<file path="src/rtl/clk_div_pkg.sv">
// rtl/clk_div_pkg.sv - shared state encoding and helpers for clk_div_prog
package clk_div_pkg;

  typedef enum logic {
    ST_IDLE = 1'b0,
    ST_RUN  = 1'b1
  } state_t;

  // Smallest divisor that still yields a distinct high and low phase.
  localparam int MIN_DIV = 2;

  // High-phase length H = ceil(N/2). Evaluated at 32 bits, which is wider
  // than any divisor in use, so the +1 cannot wrap at N = 2^WIDTH-1.
  function automatic logic [31:0] half_high(input logic [31:0] n);
    return (n + 32'd1) >> 1;
  endfunction

endpackage

</file>
<file path="src/rtl/clk_div_prog.sv">
// rtl/clk_div_prog.sv - runtime-programmable glitch-free integer clock divider
module clk_div_prog
  import clk_div_pkg::*;
#(
  parameter int WIDTH       = 8,
  parameter int DEFAULT_DIV = 4
) (
  input  logic             clk,
  input  logic             reset,
  input  logic             en,
  input  logic [WIDTH-1:0] div_val,
  input  logic             div_load,
  output logic             div_ack,
  output logic             div_err,
  output logic             clk_out,
  output logic             tick,
  output logic [WIDTH-1:0] cur_div
);

  state_t           state_q, state_d;
  logic [WIDTH-1:0] cnt_q, cnt_d;
  logic [WIDTH-1:0] cur_div_q, cur_div_d;
  logic [WIDTH-1:0] pend_q, pend_d;
  logic             pend_vld_q, pend_vld_d;
  logic             clk_out_q, clk_out_d;
  logic             tick_q, tick_d;
  logic             ack_q, ack_d;
  logic             err_q, err_d;

  logic             load_ok;
  logic             wrap;

  assign load_ok = div_load && (div_val >= WIDTH'(MIN_DIV));
  assign wrap    = (state_q == ST_RUN) && (cnt_q == cur_div_q - WIDTH'(1));

  // Next-state: run/idle control, period counter, divisor reload and outputs.
  always_comb begin
    state_d    = state_q;
    cnt_d      = cnt_q;
    cur_div_d  = cur_div_q;
    pend_d     = pend_q;
    pend_vld_d = pend_vld_q;
    ack_d      = 1'b0;
    err_d      = div_load && (div_val < WIDTH'(MIN_DIV));

    // A valid load always refreshes the pending slot; the last one wins.
    if (load_ok) begin
      pend_d     = div_val;
      pend_vld_d = 1'b1;
    end

    case (state_q)
      ST_IDLE: begin
        // Nothing is being generated, so a pending divisor can land at once.
        if (pend_vld_q) begin
          cur_div_d = pend_q;
          ack_d     = 1'b1;
          if (!load_ok) pend_vld_d = 1'b0;
        end
        cnt_d = cur_div_d - WIDTH'(1);
        if (en) begin
          state_d = ST_RUN;
          cnt_d   = '0;
        end
      end
      default: begin
        if (wrap) begin
          // Period boundary: the only place the divisor may change while running.
          // A load on this very edge bypasses the pending slot.
          if (load_ok) begin
            cur_div_d  = div_val;
            pend_vld_d = 1'b0;
            ack_d      = 1'b1;
          end else if (pend_vld_q) begin
            cur_div_d  = pend_q;
            pend_vld_d = 1'b0;
            ack_d      = 1'b1;
          end
          if (en) begin
            cnt_d = '0;
          end else begin
            state_d = ST_IDLE;
            cnt_d   = cur_div_d - WIDTH'(1);
          end
        end else begin
          cnt_d = cnt_q + WIDTH'(1);
        end
      end
    endcase

    // Outputs are derived from the next count so they line up with it.
    clk_out_d = (state_d == ST_RUN) &&
                (32'(cnt_d) < half_high(32'(cur_div_d)));
    tick_d    = (state_d == ST_RUN) && (cnt_d == '0);
  end

  // State and output registers with synchronous active-high reset.
  always_ff @(posedge clk) begin
    if (reset) begin
      state_q    <= ST_IDLE;
      cnt_q      <= WIDTH'(DEFAULT_DIV - 1);
      cur_div_q  <= WIDTH'(DEFAULT_DIV);
      pend_q     <= '0;
      pend_vld_q <= 1'b0;
      clk_out_q  <= 1'b0;
      tick_q     <= 1'b0;
      ack_q      <= 1'b0;
      err_q      <= 1'b0;
    end else begin
      state_q    <= state_d;
      cnt_q      <= cnt_d;
      cur_div_q  <= cur_div_d;
      pend_q     <= pend_d;
      pend_vld_q <= pend_vld_d;
      clk_out_q  <= clk_out_d;
      tick_q     <= tick_d;
      ack_q      <= ack_d;
      err_q      <= err_d;
    end
  end

  assign clk_out = clk_out_q;
  assign tick    = tick_q;
  assign div_ack = ack_q;
  assign div_err = err_q;
  assign cur_div = cur_div_q;

endmodule

</file>
<file path="config.mk">
export PLATFORM = sky130hd
export DESIGN_NAME = clk_div_prog
export DESIGN_NICKNAME = d
export VERILOG_FILES = /design/src/rtl/clk_div_pkg.sv /design/src/rtl/clk_div_prog.sv
export SDC_FILE = /design/constraint.sdc
export NUM_CORES = 1
export LEC_CHECK = 0
export CAP_MARGIN = 20
export CORE_MARGIN = 2
export CORE_UTILIZATION = 55
export CTS_CLUSTER_DIAMETER = 50
export DETAILED_ROUTE_END_ITERATION = 10
export DONT_BUFFER_PORTS = 1
export PLACE_DENSITY = 0.74
export SLEW_MARGIN = 20
export SYNTH_ARGS = -nofsm -noshare
export SYNTH_HDL_FRONTEND = slang
export SYNTH_SLANG_ARGS = --single-unit
</file>
<file path="constraint.sdc">
create_clock -name clk -period 6.5 [get_ports clk]
set_input_delay 1.3 -clock clk [delete_from_list [all_inputs] [get_ports clk]]
set_output_delay 1.3 -clock clk [all_outputs]
set_load 0.1 [all_outputs]
</file>
==> qor_table.md <==
| Parameter | Reported | Unit |
| --- | --- | --- |
| Status | finished clean | - |
| Starting Density | 57.2 | % |
| Endpoint with the worst hold slack | pend_q[6] | - |
| Netlist area before placement | 0.00249 | mm2 |
| Die area | 0.00508 | mm2 |
| Number of stages on the worst setup path | 15 | - |
| Syn-to-layout area delta | 5.53 | % |
| Clock Root Buffer | clkbuf_8 | - |
| Measured slew at the worst slew-check pin | 1080 | ps |
| Sum of overflow across all layers after global routing | 0 | - |
| Count of input and output buffers | 0 | - |
| Layout cell share with drive strength beyond 1 | 11.2 | % |
| Clk sinks | 30 | - |
| Clock transition at the registers of the reported paths | 70 | ps |
| CTS tree | built | - |
| Count of flip-flops with a built-in enable after synthesis | 0 | - |
| Worst flop-to-flop path endpoint | clk_out | - |
| Clock insertion delay at the later pin of the skew report | 290 | ps |
| Average cell area after synthesis | 7.83 | um2 |
| Via count of the first global-routing pass | 2130 | - |
| Proportion of synthesized chip area in sequential cells | 24.1 | % |
| Critical path class | in2reg | - |
| Number of gates resized after cts | 0 | - |
| Area used by sequential logic in the layout | 601 | um2 |
| Maximum resistive drop on vdd | 0.205 | mV |
| CTS Hold Bufs | 0 | - |
| Number of vias after detailed routing | 2324 | - |
| Achievable Freq | 0.213 | GHz |
| Row Count | 24 | - |
| Worst Path Max Fanout | 19 | - |
| Peak per-stage delay on the critical path | 600 | ps |
| Avg WL per Cell | 17.6 | um |
| Last weighted congestion value of the routability-driven placer | 0.919 | - |
| Fraction of synthesized area in multiplexers | 6.44 | % |
| Buffers plus inverters on the worst setup path | 1 | - |
| Post-synthesis instance total | 318 | - |
| Launch instance of the worst min-delay path | pend_q[6] | - |
| Synth Net Count | 342 | - |
| Synth async-reset ratio | 0 | % |
| Drt first-iter violations | 191 | - |
| Total Routing Usage GR | 26.5 | % |
| Total of max-cap violations | 0 | - |
| Most numerous cell in the Yosys netlist | nor2_1 | - |
| Max stage delay cell, worst path | o31ai_4 | - |
| Footprint of the multi-input gates | 0.00175 | mm2 |
| Worst Skew | 7.76 | ps |
| Kind of start point of the critical path | input pin | - |
| CP Cell Sequence | or4_4 -> o31ai_4 -> o21ai_0 -> ha_1 -> o211a_1 -> xnor2_1 -> a221oi_1 -> o21bai_1 -> inv_1 -> ha_1 -> a21o_1 -> a21o_1 -> a21oi_1 -> nand3_1 -> o21ai_0 | - |
| Crit-path leading delay family | compound AO/OA/AOI/OAI gates | - |
| Number of antenna violations at the first check in global routing | 0 | - |
| Net count reported at finish | 336 | - |
| Shortest period the worst path allows | 4690 | ps |
| Number of clock buffers inserted by TritonCTS | 5 | - |
| Worst R2R Setup Slack | 1980 | ps |
| FILL cells | 380 | - |
| Number of stages on the worst hold path | 2 | - |
| Number of post-CTS setup repair buffers | 0 | - |
| Worst setup EP type | register | - |
| Ports placed on the boundary | 24 | - |
| Area fraction in compound gates after synthesis | 21.5 | % |
| Via-to-Cell Ratio | 6.37 | - |
| Register-to-Register Path Depth | 16 | - |
| Routed wire length | 6.43 | mm |
| HPWL after detailed placement | 4.80 | mm |
| Synthesis Warnings | 0 | - |
| Worst Hold Margin | 464 | ps |
| Setup-violating endpoint count in the final report | 0 | - |
| Die Wd | 71.3 | um |
| Share of synthesized cell area in and, or, nand and nor gates | 25.3 | % |
| Distinct cell type count of the synthesized netlist | 66 | - |
| Final core area utilization | 60.3 | % |
| Wire length of the first global-routing pass | 10.6 | mm |
| Cell Pwr Density | 281 | mW/mm2 |
| Commonest cells post-synth | 34 x nor2_1, 30 x dfxtp_1, 29 x nand2_1, 21 x a21oi_1, 16 x xor2_1 | - |
| Dominant synthesized flop cell | dfxtp_1 | - |
| Setup TNS | 0 | ps |
| Yosys reg bits | 30 | - |
| Period utilization | 72.2 | % |
| Area fraction of the dominant cell type after synthesis | 24.1 | % |
| Setup repair after global routing missed its margin | no | - |
| N_diodes | 0 | - |
| Maximum number of pins on one net before global-route repair | 29 | - |
| Worst slew margin | 27.8 | % |
| Hold violation count in the final report | 0 | - |
| Drt pass-1 iters | 5 | - |
| Dominant combinational cell family by area after synthesis | simple AND/OR/NAND/NOR gates | - |
| Top post-synthesis cells by area | dfxtp_1 24%, ha_1 6.0%, xor2_1 5.6% | - |
| Remaining DRCs | 0 | - |
| Die Span Y | 71.3 | um |
| Post-Synth XOR/XNOR Area | 10.9 | % |
| CP Data Required Time | 6710 | ps |
| Maximum clock insertion buffer count | 2 | - |
| Final Max Tran Viols | 0 | - |
| Worst EP arrival | 4910 | ps |
| CTS HTree Levels | 2 | - |
| Antenna-violating nets left | 0 | - |
| Synth area leader | dfxtp_1 | - |
| Leakage | 1.04 | nW |
| Class of the tightest hold or removal check | reg2reg | - |
| Reg-to-reg startpoint | cur_div[7] | - |
| Synthesized-area fraction occupied by adder cells | 6.03 | % |
| Core area | 0.00435 | mm2 |
-- worst max path at each step --
stage               startpoint  endpoint  slack (ps)
floorplan           cur_div[0]   clk_out        2190
global placement    div_val[7]   clk_out        1590
detailed placement  div_val[7]   clk_out        1580
CTS                 div_val[7]   clk_out        1840
global route        div_val[7]   clk_out        1560
finish              div_val[7]   clk_out        1810
-- worst min-delay path, stage by stage (launching register included) --
cell and delay, ps:
dfxtp_1 320, nand2_1 60, a21oi_1 50
-- sequential cells by signal (all words and copies together) (netlist names) --
| register | flops |
|---|---|
| clk_out | 1 |
| cnt_q | 8 |
| cur_div | 8 |
| div_ack | 1 |
| div_err | 1 |
| pend_q | 8 |
| pend_vld_q | 1 |
| state_q | 1 |
| tick | 1 |
-- per-stage QoR --
step	instance area [um2]	worst slack (ps)	cells	power, mW
after detailed placement	2520	1580	357	0.547
after CTS	2630	1840	365	0.736
final	2630	1810	365	0.738
after global placement	2520	1590	357	0.543
after global routing	2630	1560	365	0.777
after floorplan	2490	2190	318	0.495
-- routing by layer --
layer  vias up  track usage, %  share of wire, %
li1       1116               -                 -
met1      1089            35.2                43
met2       100            40.5                46
met3        19            8.16               8.8
met4         0            10.1               2.6
met5         -               0                 0
-- final cells by class --
type | instances | area share, %
tap | 52 | 2.48
clock inverter | 3 | 1.52
timing repair buffer | 8 | 2.29
clock buffer | 5 | 2.62
sequential | 30 | 22.9
multi-input combinational | 255 | 66.5
inverter | 12 | 1.72
-- cells by family after synthesis --
group,count (synthesis)
AND/OR/NAND/NOR,122
AO/OA/AOI/OAI,75
buffers and inverters,33
XOR/XNOR,31
flip-flops,30
multiplexers,15
adder cells (fa/ha/maj),12
-- cell usage in the layout, fill, tap and decap left out, types with 3 or more instances in the layout --
cell / instances
o22ai_1: 3
buf_4: 8
dfxtp_1: 30
nand2b_1: 3
a211oi_1: 3
xnor2_1: 15
nand4_1: 4
a21oi_1: 21
nor2_1: 34
o211ai_1: 3
xor2_1: 16
a22o_1: 4
o21ai_0: 9
nor3_1: 10
ha_1: 12
or2_2: 4
and3_1: 3
nor2b_1: 5
nand2_1: 29
nor4_1: 3
mux2i_1: 11
nand3_1: 7
inv_1: 12
clkbuf_8: 5
a31oi_1: 4
a22oi_1: 5
-- power breakdown --
group / total (mW) / leakage (nW) / switching (mW) / internal [mW]
combinational: 0.284 / 0.735 / 0.175 / 0.109
sequential: 0.265 / 0.247 / 0.0629 / 0.203
clock: 0.189 / 0.0579 / 0.0761 / 0.113
total: 0.738 / 1.04 / 0.314 / 0.424
No activity file was read; power rests on OpenSTA's default activity.
